$ cat src/rtl/mips_mc_ctrl.sv
// Multi-cycle MIPS control FSM: steps the shared PC/IR/RF/ALU/DM datapath one state per clock.
// Controls are registered alongside the state; only BR's pc_we (zero) and reset gating are combinational.
module mips_mc_ctrl #(
    parameter bit ILLEGAL_TRAP = 1'b0
) (
    input  logic       clk,
    input  logic       rst,
    input  logic [5:0] op,
    input  logic [5:0] funct,
    input  logic       zero,
    output logic       pc_we,
    output logic       ir_we,
    output logic       rf_we,
    output logic       dm_we,
    output logic [1:0] reg_dst,
    output logic [1:0] mem_to_reg,
    output logic       alu_src_a,
    output logic [1:0] alu_src_b,
    output logic [1:0] alu_op,
    output logic       ext_op,
    output logic [1:0] pc_src,
    output logic [3:0] state_o,
    output logic       halted
);

    localparam logic [5:0] OP_RTYPE = 6'b000000;
    localparam logic [5:0] OP_ORI   = 6'b001101;
    localparam logic [5:0] OP_LUI   = 6'b001111;
    localparam logic [5:0] OP_LW    = 6'b100011;
    localparam logic [5:0] OP_SW    = 6'b101011;
    localparam logic [5:0] OP_BEQ   = 6'b000100;
    localparam logic [5:0] OP_J     = 6'b000010;
    localparam logic [5:0] OP_JAL   = 6'b000011;
    localparam logic [5:0] FN_ADDU  = 6'b100001;
    localparam logic [5:0] FN_SUBU  = 6'b100011;
    localparam logic [5:0] FN_JR    = 6'b001000;

    typedef enum logic [3:0] {
        S_FETCH = 4'd0,  S_DCD  = 4'd1,  S_MA    = 4'd2,  S_MR   = 4'd3,
        S_WB_LD = 4'd4,  S_MW   = 4'd5,  S_EXE_R = 4'd6,  S_WB_R = 4'd7,
        S_EXE_I = 4'd8,  S_WB_I = 4'd9,  S_BR    = 4'd10, S_JMP  = 4'd11,
        S_JAL   = 4'd12, S_JR   = 4'd13, S_HALT  = 4'd14
    } state_t;

    typedef struct packed {
        logic       pc_we;
        logic       ir_we;
        logic       rf_we;
        logic       dm_we;
        logic [1:0] reg_dst;
        logic [1:0] mem_to_reg;
        logic       alu_src_a;
        logic [1:0] alu_src_b;
        logic [1:0] alu_op;
        logic       ext_op;
        logic [1:0] pc_src;
        logic       halted;
    } ctrl_t;

    state_t r_state;
    state_t w_next;
    state_t w_bad_next;
    ctrl_t  r_ctrl;
    ctrl_t  w_ctrl;

    // Control word for a state; BR's pc_we is left 0 here and qualified by zero at the output.
    function automatic ctrl_t ctrl_for(input state_t s, input logic [5:0] opc, input logic [5:0] fn);
        ctrl_t c;
        c = '0;
        case (s)
            S_FETCH: begin
                c.ir_we = 1'b1;  c.pc_we = 1'b1;  c.alu_src_b = 2'd1;
            end
            S_DCD: begin
                c.alu_src_b = 2'd3;  c.ext_op = 1'b1;
            end
            S_MA: begin
                c.alu_src_a = 1'b1;  c.alu_src_b = 2'd2;  c.ext_op = 1'b1;
            end
            S_WB_LD: begin
                c.rf_we = 1'b1;  c.mem_to_reg = 2'd1;
            end
            S_MW:    c.dm_we = 1'b1;
            S_EXE_R: begin
                c.alu_src_a = 1'b1;
                c.alu_op    = (fn == FN_SUBU) ? 2'd1 : 2'd0;
            end
            S_WB_R: begin
                c.rf_we = 1'b1;  c.reg_dst = 2'd1;
            end
            S_EXE_I: begin
                c.alu_src_a = 1'b1;  c.alu_src_b = 2'd2;
                c.alu_op    = (opc == OP_LUI) ? 2'd3 : 2'd2;
            end
            S_WB_I:  c.rf_we = 1'b1;
            S_BR: begin
                c.alu_src_a = 1'b1;  c.alu_op = 2'd1;  c.pc_src = 2'd1;
            end
            S_JMP: begin
                c.pc_we = 1'b1;  c.pc_src = 2'd2;
            end
            S_JAL: begin
                c.pc_we = 1'b1;  c.pc_src = 2'd2;  c.rf_we = 1'b1;
                c.reg_dst = 2'd2;  c.mem_to_reg = 2'd2;
            end
            S_JR: begin
                c.pc_we = 1'b1;  c.pc_src = 2'd3;
            end
            S_HALT:  c.halted = 1'b1;
            default: c = '0;
        endcase
        return c;
    endfunction

    assign w_bad_next = ILLEGAL_TRAP ? S_HALT : S_FETCH;

    // Next-state decode; op/funct are stable from DCD to the end of the instruction.
    always_comb begin
        w_next = S_FETCH;
        case (r_state)
            S_FETCH: w_next = S_DCD;
            S_DCD: begin
                case (op)
                    OP_RTYPE: begin
                        if (funct == FN_ADDU || funct == FN_SUBU) w_next = S_EXE_R;
                        else if (funct == FN_JR)                  w_next = S_JR;
                        else                                      w_next = w_bad_next;
                    end
                    OP_ORI, OP_LUI: w_next = S_EXE_I;
                    OP_LW, OP_SW:   w_next = S_MA;
                    OP_BEQ:         w_next = S_BR;
                    OP_J:           w_next = S_JMP;
                    OP_JAL:         w_next = S_JAL;
                    default:        w_next = w_bad_next;
                endcase
            end
            S_MA:    w_next = (op == OP_LW) ? S_MR : S_MW;
            S_MR:    w_next = S_WB_LD;
            S_EXE_R: w_next = S_WB_R;
            S_EXE_I: w_next = S_WB_I;
            S_HALT:  w_next = S_HALT;
            default: w_next = S_FETCH;
        endcase
    end

    always_comb begin
        w_ctrl = ctrl_for(w_next, op, funct);
    end

    always_ff @(posedge clk) begin
        if (rst) begin
            r_state <= S_FETCH;
            r_ctrl  <= ctrl_for(S_FETCH, op, funct);
        end else begin
            r_state <= w_next;
            r_ctrl  <= w_ctrl;
        end
    end

    // Write enables and halted are held low for as long as reset is asserted.
    assign pc_we      = ~rst & (r_ctrl.pc_we | ((r_state == S_BR) & zero));
    assign ir_we      = ~rst & r_ctrl.ir_we;
    assign rf_we      = ~rst & r_ctrl.rf_we;
    assign dm_we      = ~rst & r_ctrl.dm_we;
    assign halted     = ~rst & r_ctrl.halted;
    assign reg_dst    = r_ctrl.reg_dst;
    assign mem_to_reg = r_ctrl.mem_to_reg;
    assign alu_src_a  = r_ctrl.alu_src_a;
    assign alu_src_b  = r_ctrl.alu_src_b;
    assign alu_op     = r_ctrl.alu_op;
    assign ext_op     = r_ctrl.ext_op;
    assign pc_src     = r_ctrl.pc_src;
    assign state_o    = r_state;

endmodule

$ cat config.mk
export PLATFORM = sky130hd
export DESIGN_NAME = mips_mc_ctrl
export DESIGN_NICKNAME = d
export VERILOG_FILES = /design/src/rtl/mips_mc_ctrl.sv
export SDC_FILE = /design/constraint.sdc
export NUM_CORES = 1
export LEC_CHECK = 0
export CORE_ASPECT_RATIO = 1.25
export CORE_MARGIN = 2
export CORE_UTILIZATION = 51
export DETAILED_ROUTE_END_ITERATION = 7
export PLACE_DENSITY_LB_ADDON = 0.3
export SLEW_MARGIN = 20
export SYNTH_ARGS = -nofsm -noshare
export SYNTH_HDL_FRONTEND = slang
export SYNTH_SLANG_ARGS = --single-unit
$ cat constraint.sdc
create_clock -name clk -period 5.7 [get_ports clk]
set_clock_uncertainty 0.05 [all_clocks]
set_input_delay 1.14 -clock clk [delete_from_list [all_inputs] [get_ports clk]]
set_output_delay 1.14 -clock clk [all_outputs]
set_load 0.02 [all_outputs]
==> run summary <==
Number of levels in the clock H-tree = 1
HPWL after DPL = 2087 um
Number of standard-cell rows in the floorplan = 20
Sequential share of power = 51.7%
Worst setup slack before clock tree synthesis = 1803 ps
CP Capture Type = output port
Worst-case reg-to-reg path depth = 6
Most frequent CP cell = clkdlybuf4s50_1
Setup Crit Path Kind = primary input to output port
Post-synth top flop = dfxtp_1
Cell type with the largest total area after synthesis = dfxtp_1
Top-area cell type share of the netlist area = 31.37%
Final count of pins violating max slew = 0
Maximum Capacitance Violations = 0
Area inside the core boundary = 2402 um^2
Most used cells in the layout excluding fill and tap cells = clkdlybuf4s50_1 (35), dfxtp_1 (20), nor2_1 (14)
Hold EP = state_o[1]
Clock tree root buffer cell = clkbuf_4
Measured slew at the worst slew-check pin = 594.8 ps
Number of buffers inserted to repair setup after CTS = 0
Buffer levels on the longest clock path = 2
P_int = 206.1 uW
Reg2Reg Launch Point = state_o[3]
Number of distinct library cells after synthesis = 52
Switching power share of the total = 26.29%
Maximum clock frequency = 256.8 MHz
Worst hold stages = 4
Master of the slowest instance on the critical path = clkdlybuf4s50_1
Tightest slew margin relative to the limit = 60.22%
Clock latency reported for the late side of the worst-skew pair = 310 ps
Outcome = finished clean
Synth Instances = 141
Count of buffers from port buffering = 35
Fraction of layout cells with a size suffix above 1 = 15.95%
Period Utilization, post-route = 68.33%
Vertical die dimension = 59.93 um
Clock tree from TritonCTS = yes
Part of the total power dissipated in the clock network = 29.4%
Synthesized area divided by synthesized cell count = 9.051 um^2
Final routed wirelength across all metal layers = 2644 um
Async set-or-reset flop fraction in the synthesized netlist = 0%
Clock-pin slew on the worst setup and hold paths = 100 ps
Ranking of synthesized cells by area = dfxtp_1 (31%), buf_4 (5.9%), buf_6 (4.4%)
Setup ws final = 1805 ps
Full die area = 2921 um^2
Initial drt markers = 22
Cells along the critical path = clkdlybuf4s50_1, nor2b_1, clkdlybuf4s50_1
Number of register bits inferred by synthesis = 20
Final setup violation count = 0
Detail-routed via count per cell = 5.480
Part of the Yosys area used for sequential elements = 31.37%
Worst vdd ir = 0.00008126 V
Startpoint class of the critical path = primary input
Total congestion overflow after global routing = 0
Period minus WS final = 3895 ps
Antenna violations before repair = 0
Vias in the first global route = 996
Routed WL per cell = 13.49 um
Die span in x = 48.74 um
Synth warnings = 0
Hold buffer count at CTS = 0
Largest net degree at the start of global routing = 17
Commonest non-fill, non-tap cell in the layout = clkdlybuf4s50_1
Initial Utilization = 53.13%
Layout Nets = 179
Count of flip-flops with a built-in enable after synthesis = 0
Cells resized by post-CTS repair = 0
Internal reg-to-reg setup slack = 3560 ps
Overall Global Routing Usage = 20.14%
Required time of the critical path = 4510 ps
Final TNS setup = 0 ps
Type of the worst min-delay path = register to register
Area added between synthesis and finish = 22.55%
Post-route antenna net violation count = 0
First-pass GRT wire length = 4512 um
Slowest Stage Delay on Critical Path = 720 ps
Largest register FFs = 5
Static power due to leakage = 0.5561 nW
Reg-to-reg endpoint = r_ctrl[14]
Startpoint of the most critical hold path = state_o[0]
Util after Layout = 65.10%
Cts bufs inserted = 3
CP Data Arrival Time = 2700 ps
I/O pins = 36
Combinational group share of total power = 18.9%
Setup repair after global routing missed its margin = no
Net switching power = 73.52 uW
Crit Path Max Fanout = 16
Net Count, Synth = 156
Ant diodes = 0
Total power per unit cell area = 178.8 nW/um^2
Largest register by flop count = r_ctrl
Detailed-routing iteration count for the pre-antenna-repair pass = 4
Final hold viol count = 0
Worst-case hold slack = 806.7 ps
TritonCTS sink count = 20
Summed instance area of the synthesized netlist = 1276 um^2
Via total after detailed routing = 1074
Count of unresolved DRC violations after routing = 0
Routability congestion estimate = 0.8000
## Yosys cell counts (2+ instances only)
library cell,n
nor4_1,5
a21oi_4,2
nor2_1,14
dfxtp_1,20
a21oi_1,4
inv_1,4
o21ai_0,3
nand3_1,6
o21bai_1,2
nor2b_1,6
a41oi_2,2
o41ai_2,2
a31oi_1,2
nor3_1,6
buf_6,5
nor4_2,2
buf_4,10
nand2b_2,2
xnor2_1,2
nand2_1,10
## per-stage QoR
stage | total power, mW | cells | area [um^2]
4_1_cts | 0.2786 | 196 | 1564
3_5_place_dp | 0.2004 | 192 | 1528
5_1_grt | 0.2921 | 196 | 1564
6_report | 0.2797 | 196 | 1564
3_3_place_gp | 0.1991 | 192 | 1528
2_1_floorplan | 0.1819 | 141 | 1276
## power groups by stage
stage / Combinational, mW / Sequential [mW] / Clock [mW]
after floorplan: 0.0328 / 0.149 / 0
after global placement: 0.0514 / 0.148 / 0
after detailed placement: 0.0526 / 0.148 / 0
after CTS: 0.0528 / 0.145 / 0.0812
after global routing: 0.0571 / 0.145 / 0.0899
final: 0.0528 / 0.145 / 0.0823
## cell type report
type	instances	area, um^2
clock buffers	4	36.28
fillers	216	838.3
inverters	4	15.01
multi-input cells	100	720.7
flip-flops and latches	20	400.4
well taps	33	41.29
repair buffers	35	350.3
## kinds of logic after synthesis
family,share of synthesized area (%)
simple gates,31.47
compound gates,23.63
buf+inv,12.16
flops,31.37
xor+xnor,1.373
## routing by layer
metal	global-route usage, %	part of all wire [%]	vias to the layer above
met5	0	0	-
met4	11.43	2.8	0
met3	1.500	3.2	7
met2	36.40	52	28
met1	23.80	42	491
li1	-	-	548
## critical path, delay by kind of cell
kind	cells	cell delay [ps]
buf+inv	2	1340
simple gates	1	220
## worst max-delay path by stage
stage                     from     to  slack (ps)  cells past startpoint
after CTS                  rst  dm_we        1810                      3
after floorplan            rst  dm_we        2870                      2
after detailed placement   rst  dm_we        1800                      3
final                      rst  dm_we        1810                      3
after global placement     rst  dm_we        1870                      3
after global routing       rst  ir_we        1730                      3
Power figures use the tool's default switching activity.
==> patch 1: new RTL, same flow settings <==
`ILLEGAL_TRAP`: 1'b0 -> 1'b1.
--- a/src/rtl/mips_mc_ctrl.sv
+++ b/src/rtl/mips_mc_ctrl.sv
@@ -2,5 +2,5 @@
 // Controls are registered alongside the state; only BR's pc_we (zero) and reset gating are combinational.
 module mips_mc_ctrl #(
-    parameter bit ILLEGAL_TRAP = 1'b0
+    parameter bit ILLEGAL_TRAP = 1'b1
 ) (
     input  logic       clk,
Check against the original RTL: not equivalent (a bounded check fails within 4 cycles, from zero or initial values and one cycle with rst high).
==> patch 1 against the original RTL <==
- cell area is 3.2% lower
- global-route usage grew 0.50 points
- routed wire length fell by 3.7%
- hold slack got worse by 110 ps
- sequential cell count unchanged
- area after synthesis shrank 6.3%
- setup slack lost 10 ps
- critical path type unchanged
- largest cell class unchanged
Power is left out: it rests on default switching activity, and per cell area and clock period it moved more than threefold.
==> patch 1: results (changes against the original RTL) <==
setup_path:
  critPathLaunchType: "input pin"  # unchanged
  path_max_fanout: 18  # was 16
  path_delay_family: "buffers and inverters"  # unchanged
  r2r_setup_slack_ps: 3290  # was 3560 ps
  cp-endpoint: "pc_we"  # was dm_we
  r2r_end: "alu_src_b[1]"  # was r_ctrl[14]
  worstReg2RegStart: "state_o[1]"  # was state_o[3]
  ff2ff_path_depth: 5  # was 6
routing:
  viasPerCell: 5.80  # was 5.48
  first_pass_iters: 7  # was 4
  first_iter_violations: 20  # was 22
  wl_per_cell_um: 13.6  # was 13.5 µm
grt:
  grt_pass1_vias: 1025  # was 996
  grt_max_degree: 19  # was 17
  grt_use_total: 0.206  # was 0.201
  antenna_found_initial: 0  # unchanged
  grt_pass1_wl_um: 4260  # was 4510 µm
timing:
  slew_headroom: 0.507  # was 0.602
  final_max_slew_viol_count: 0  # unchanged
place:
  io_buffers: 35  # unchanged
  dp_hpwl_um: 1860  # was 2090 µm
  gp_congestion: 0.851  # was 0.800
clock_network:
  clockBufferDepth: 2  # unchanged
  cts_setup_buffers: 0  # unchanged
  cts_root_buffer: "clkbuf_4"  # unchanged
  clk_pin_slew_ps: 120  # was 100 ps
  htreeDepth: 1  # unchanged
run:
  max_cap_violations: 0  # unchanged
final_layout:
  antennaDiodeCount: 0  # unchanged
  layout.nets: 172  # was 179
  drive_above_1_share: 0.0962  # was 0.160
  largest_reg_flops: 5  # unchanged
synthesis:
  yosys-top-cells-area: "dfxtp_1, buf_4, nor2_1, nor2b_1, nor4b_1"  # was dfxtp_1, buf_4, buf_6, nor2_1, nand2_1
  synth-main-ff-cell: "dfxtp_1"  # unchanged
  yosysUniqueCellTypes: 51  # was 52
  synth_fp_nets: 152  # was 156
  async_flop_share: 0  # unchanged
  synth_common_cells: "dfxtp_1, nor2_1, buf_4"  # was dfxtp_1, nor2_1, buf_4, nand2_1
  ys_seq_area_frac: 0.335  # was 0.314
status:
  outcome: "completed"  # unchanged
==> patch 1: cell types whose count changed after synthesis, moves of 3 or more <==
cell     delta
nand3_1     -4
nor3b_1     +3
nor4b_1     +3
buf_2       +5
buf_6       -4
nand2_1     -5
o21a_1      +3
==> patch 1: layer usage <==
metal / share of wire / global-route usage / vias to the layer above
met5: 0 / 0 / -
met4: 0.016 / 0.115 / 0
li1: - / - / 536
met2: 0.54 / 0.342 / 34
met1: 0.41 / 0.244 / 510
met3: 0.035 / 0.0280 / 4
==> patch 1: worst min path at each step <==
| stage | start | end | slack, ps | cells past startpoint |
|---|---|---|---|---|
| 6_report | state_o[2] | r_ctrl[14] | 690 | 2 |
| 5_1_grt | state_o[2] | r_ctrl[14] | 760 | 2 |
| 4_1_cts | state_o[2] | r_ctrl[14] | 690 | 2 |
| 3_5_place_dp | state_o[2] | r_ctrl[14] | 650 | 2 |
| 3_3_place_gp | state_o[2] | r_ctrl[14] | 650 | 2 |
| 2_1_floorplan | state_o[2] | r_ctrl[14] | 680 | 2 |
==> patch 1: kinds of logic (layout without fill, tap and decap cells) <==
| kind of cell | Yosys count | in the layout | synth area share |
|---|---|---|---|
| buf+inv | 23 | 42 | 0.119 |
| simple gates | 58 | 58 | 0.301 |
| flops | 20 | 20 | 0.335 |
| compound gates | 33 | 33 | 0.222 |
| mux | 1 | 1 | 0.00837 |
| xor+xnor | 2 | 2 | 0.0146 |
==> patch 1: area by class of cell <==
type	count	area, µm²
sequential	20	400
clock inverter	1	30.0
multi-input combinational	94	661
clock buffer	3	22.5
tap	31	38.8
inverter	3	11.3
timing repair buffer	35	350
fill	192	697
==> patch 1: stage by stage <==
stage / setup WS [ps] / std cells / instance area (µm²) / util
after floorplan: 2660 / 137 / 1200 / -
after global placement: 1800 / 183 / 1450 / 0.658
after detailed placement: 1710 / 183 / 1450 / 0.658
after CTS: 1780 / 187 / 1510 / 0.681
after global routing: 1650 / 187 / 1510 / 0.685
final: 1800 / 187 / 1510 / 0.685
==> patch 1: tightest hold or removal path, delay by kind of cell (launching register included) <==
kind | cells | cell delay (ps)
flip-flops | 1 | 420
AND/OR/NAND/NOR | 1 | 160
AO/OA/AOI/OAI | 1 | 140
==> patch 2: new RTL, same flow settings <==
Made on the original files. Register the output `state_o` once more, without a reset; this adds one clock of latency there. The other outputs are not delayed to match.
--- a/src/rtl/mips_mc_ctrl.sv
+++ b/src/rtl/mips_mc_ctrl.sv
@@ -171,5 +171,7 @@
     assign ext_op     = r_ctrl.ext_op;
     assign pc_src     = r_ctrl.pc_src;
-    assign state_o    = r_state;
+    always_ff @(posedge clk) begin
+        state_o <= r_state;
+    end
 
 endmodule
Formal check against the unedited RTL: not equivalent (Yosys sat finds a counterexample within 4 cycles, from zero or initial values and one cycle with rst high).
==> patch 2 against the original RTL <==
- routed wire length fell by 0.83%
- cell area rose by 1.2%
- clock power rose by 47%
- count of clock-buffer cells in the layout fell by 1
- utilization rose by 0.78 points
- setup slack improved by 130 ps
- power rose by 22%
- hold slack got worse by 430 ps
- area after synthesis rose by 0.29%
- sequential cell count rose by 4
- cell count rose by 2.6%
- critical endpoint is now rf_we
- highest routed layer unchanged
==> patch 2: results (changes against the original RTL) <==
grt:
  grt_pass1_vias: 1009  # was 996
  use_met3: 0.0125  # was 0.0150
  grt_max_degree: 15  # was 17
  use_met2: 0.380  # was 0.364
synthesis:
  synth_compound_area_frac: 0.172  # was 0.236
  synth_common_cells: "dfxtp_1, nor2_1, buf_4, nor3_1, nand2_1"  # was dfxtp_1, nor2_1, buf_4, nand2_1
  synth_fp_nets: 163  # was 156
  ys_seq_elements: 24  # was 20
  yosysUniqueCellTypes: 46  # was 52
  yosys-top-cells-area: "dfxtp_1, buf_4, nor3_1, buf_6, nor2_1"  # was dfxtp_1, buf_4, buf_6, nor2_1, nand2_1
  synth-xor-area-share: 0.0137  # about the same
floorplanning:
  die_w_um: 48.8  # was 48.7 µm
place:
  place_area_mm2: 0.00153  # about the same
  dp_hpwl_um: 1970  # was 2090 µm
  gp_congestion: 0.813  # was 0.800
power_and_ir_drop:
  leakage_uw: 0.000572  # was 0.000556 µW
  seq_power_uw: 173  # was 145 µW
  intPower_uw: 265  # was 206 µW
final_layout:
  multi_input_cells: 101  # was 100
  buffers_excl_clock: 36  # was 35
  seq_area_um2: 480  # was 400 µm²
  drive_above_1_share: 0.0714  # was 0.160
  multi_input_area_um2: 639  # was 721 µm²
  clk_share: 0.0332  # was 0.0232
status:
  outcome: "completed"  # unchanged
routing:
  viasPerCell: 5.84  # was 5.48
  finalWirelength_um: 2620  # was 2640 µm
setup_path:
  slowest_delay_ps: 620  # was 720 ps
patch 2: changes by cell type after synthesis, sizes merged, moves of 2 or more:
cell    change
nor3b       +3
nor4        -5
o21ai       -3
nand4       +2
and4b       +2
mux2i       +2
nor2b       -3
a41oi       -2
nor2        -2
nor3        +5
dfxtp       +4
clkbuf      +2
patch 2: worst paths after layout:
path	startpoint	to	slack (ps)	depth (start not counted)
max	rst	rf_we	1940	3
min	r_state[3]	state_o[3]	370	0
max reg2reg	r_state[2]	r_ctrl[14]	3410	7
min reg2reg	r_state[3]	state_o[3]	370	0
patch 2: per-stage QoR:
stage	power [µW]	util	setup slack (ps)	cells	hold WS (ps)
detailed placement	223	0.637	1900	197	361
global placement	221	0.637	1980	197	355
global route	351	0.659	1890	201	396
floorplan	205	-	2600	148	279
finish	341	0.659	1940	201	373
CTS	341	0.659	1930	201	376
patch 2: metal layers:
metal / part of all wire / wire [µm]
met1: 0.37 / 961
met4: 0.031 / 82
met3: 0.063 / 165
met2: 0.54 / 1410
met5: 0 / 0
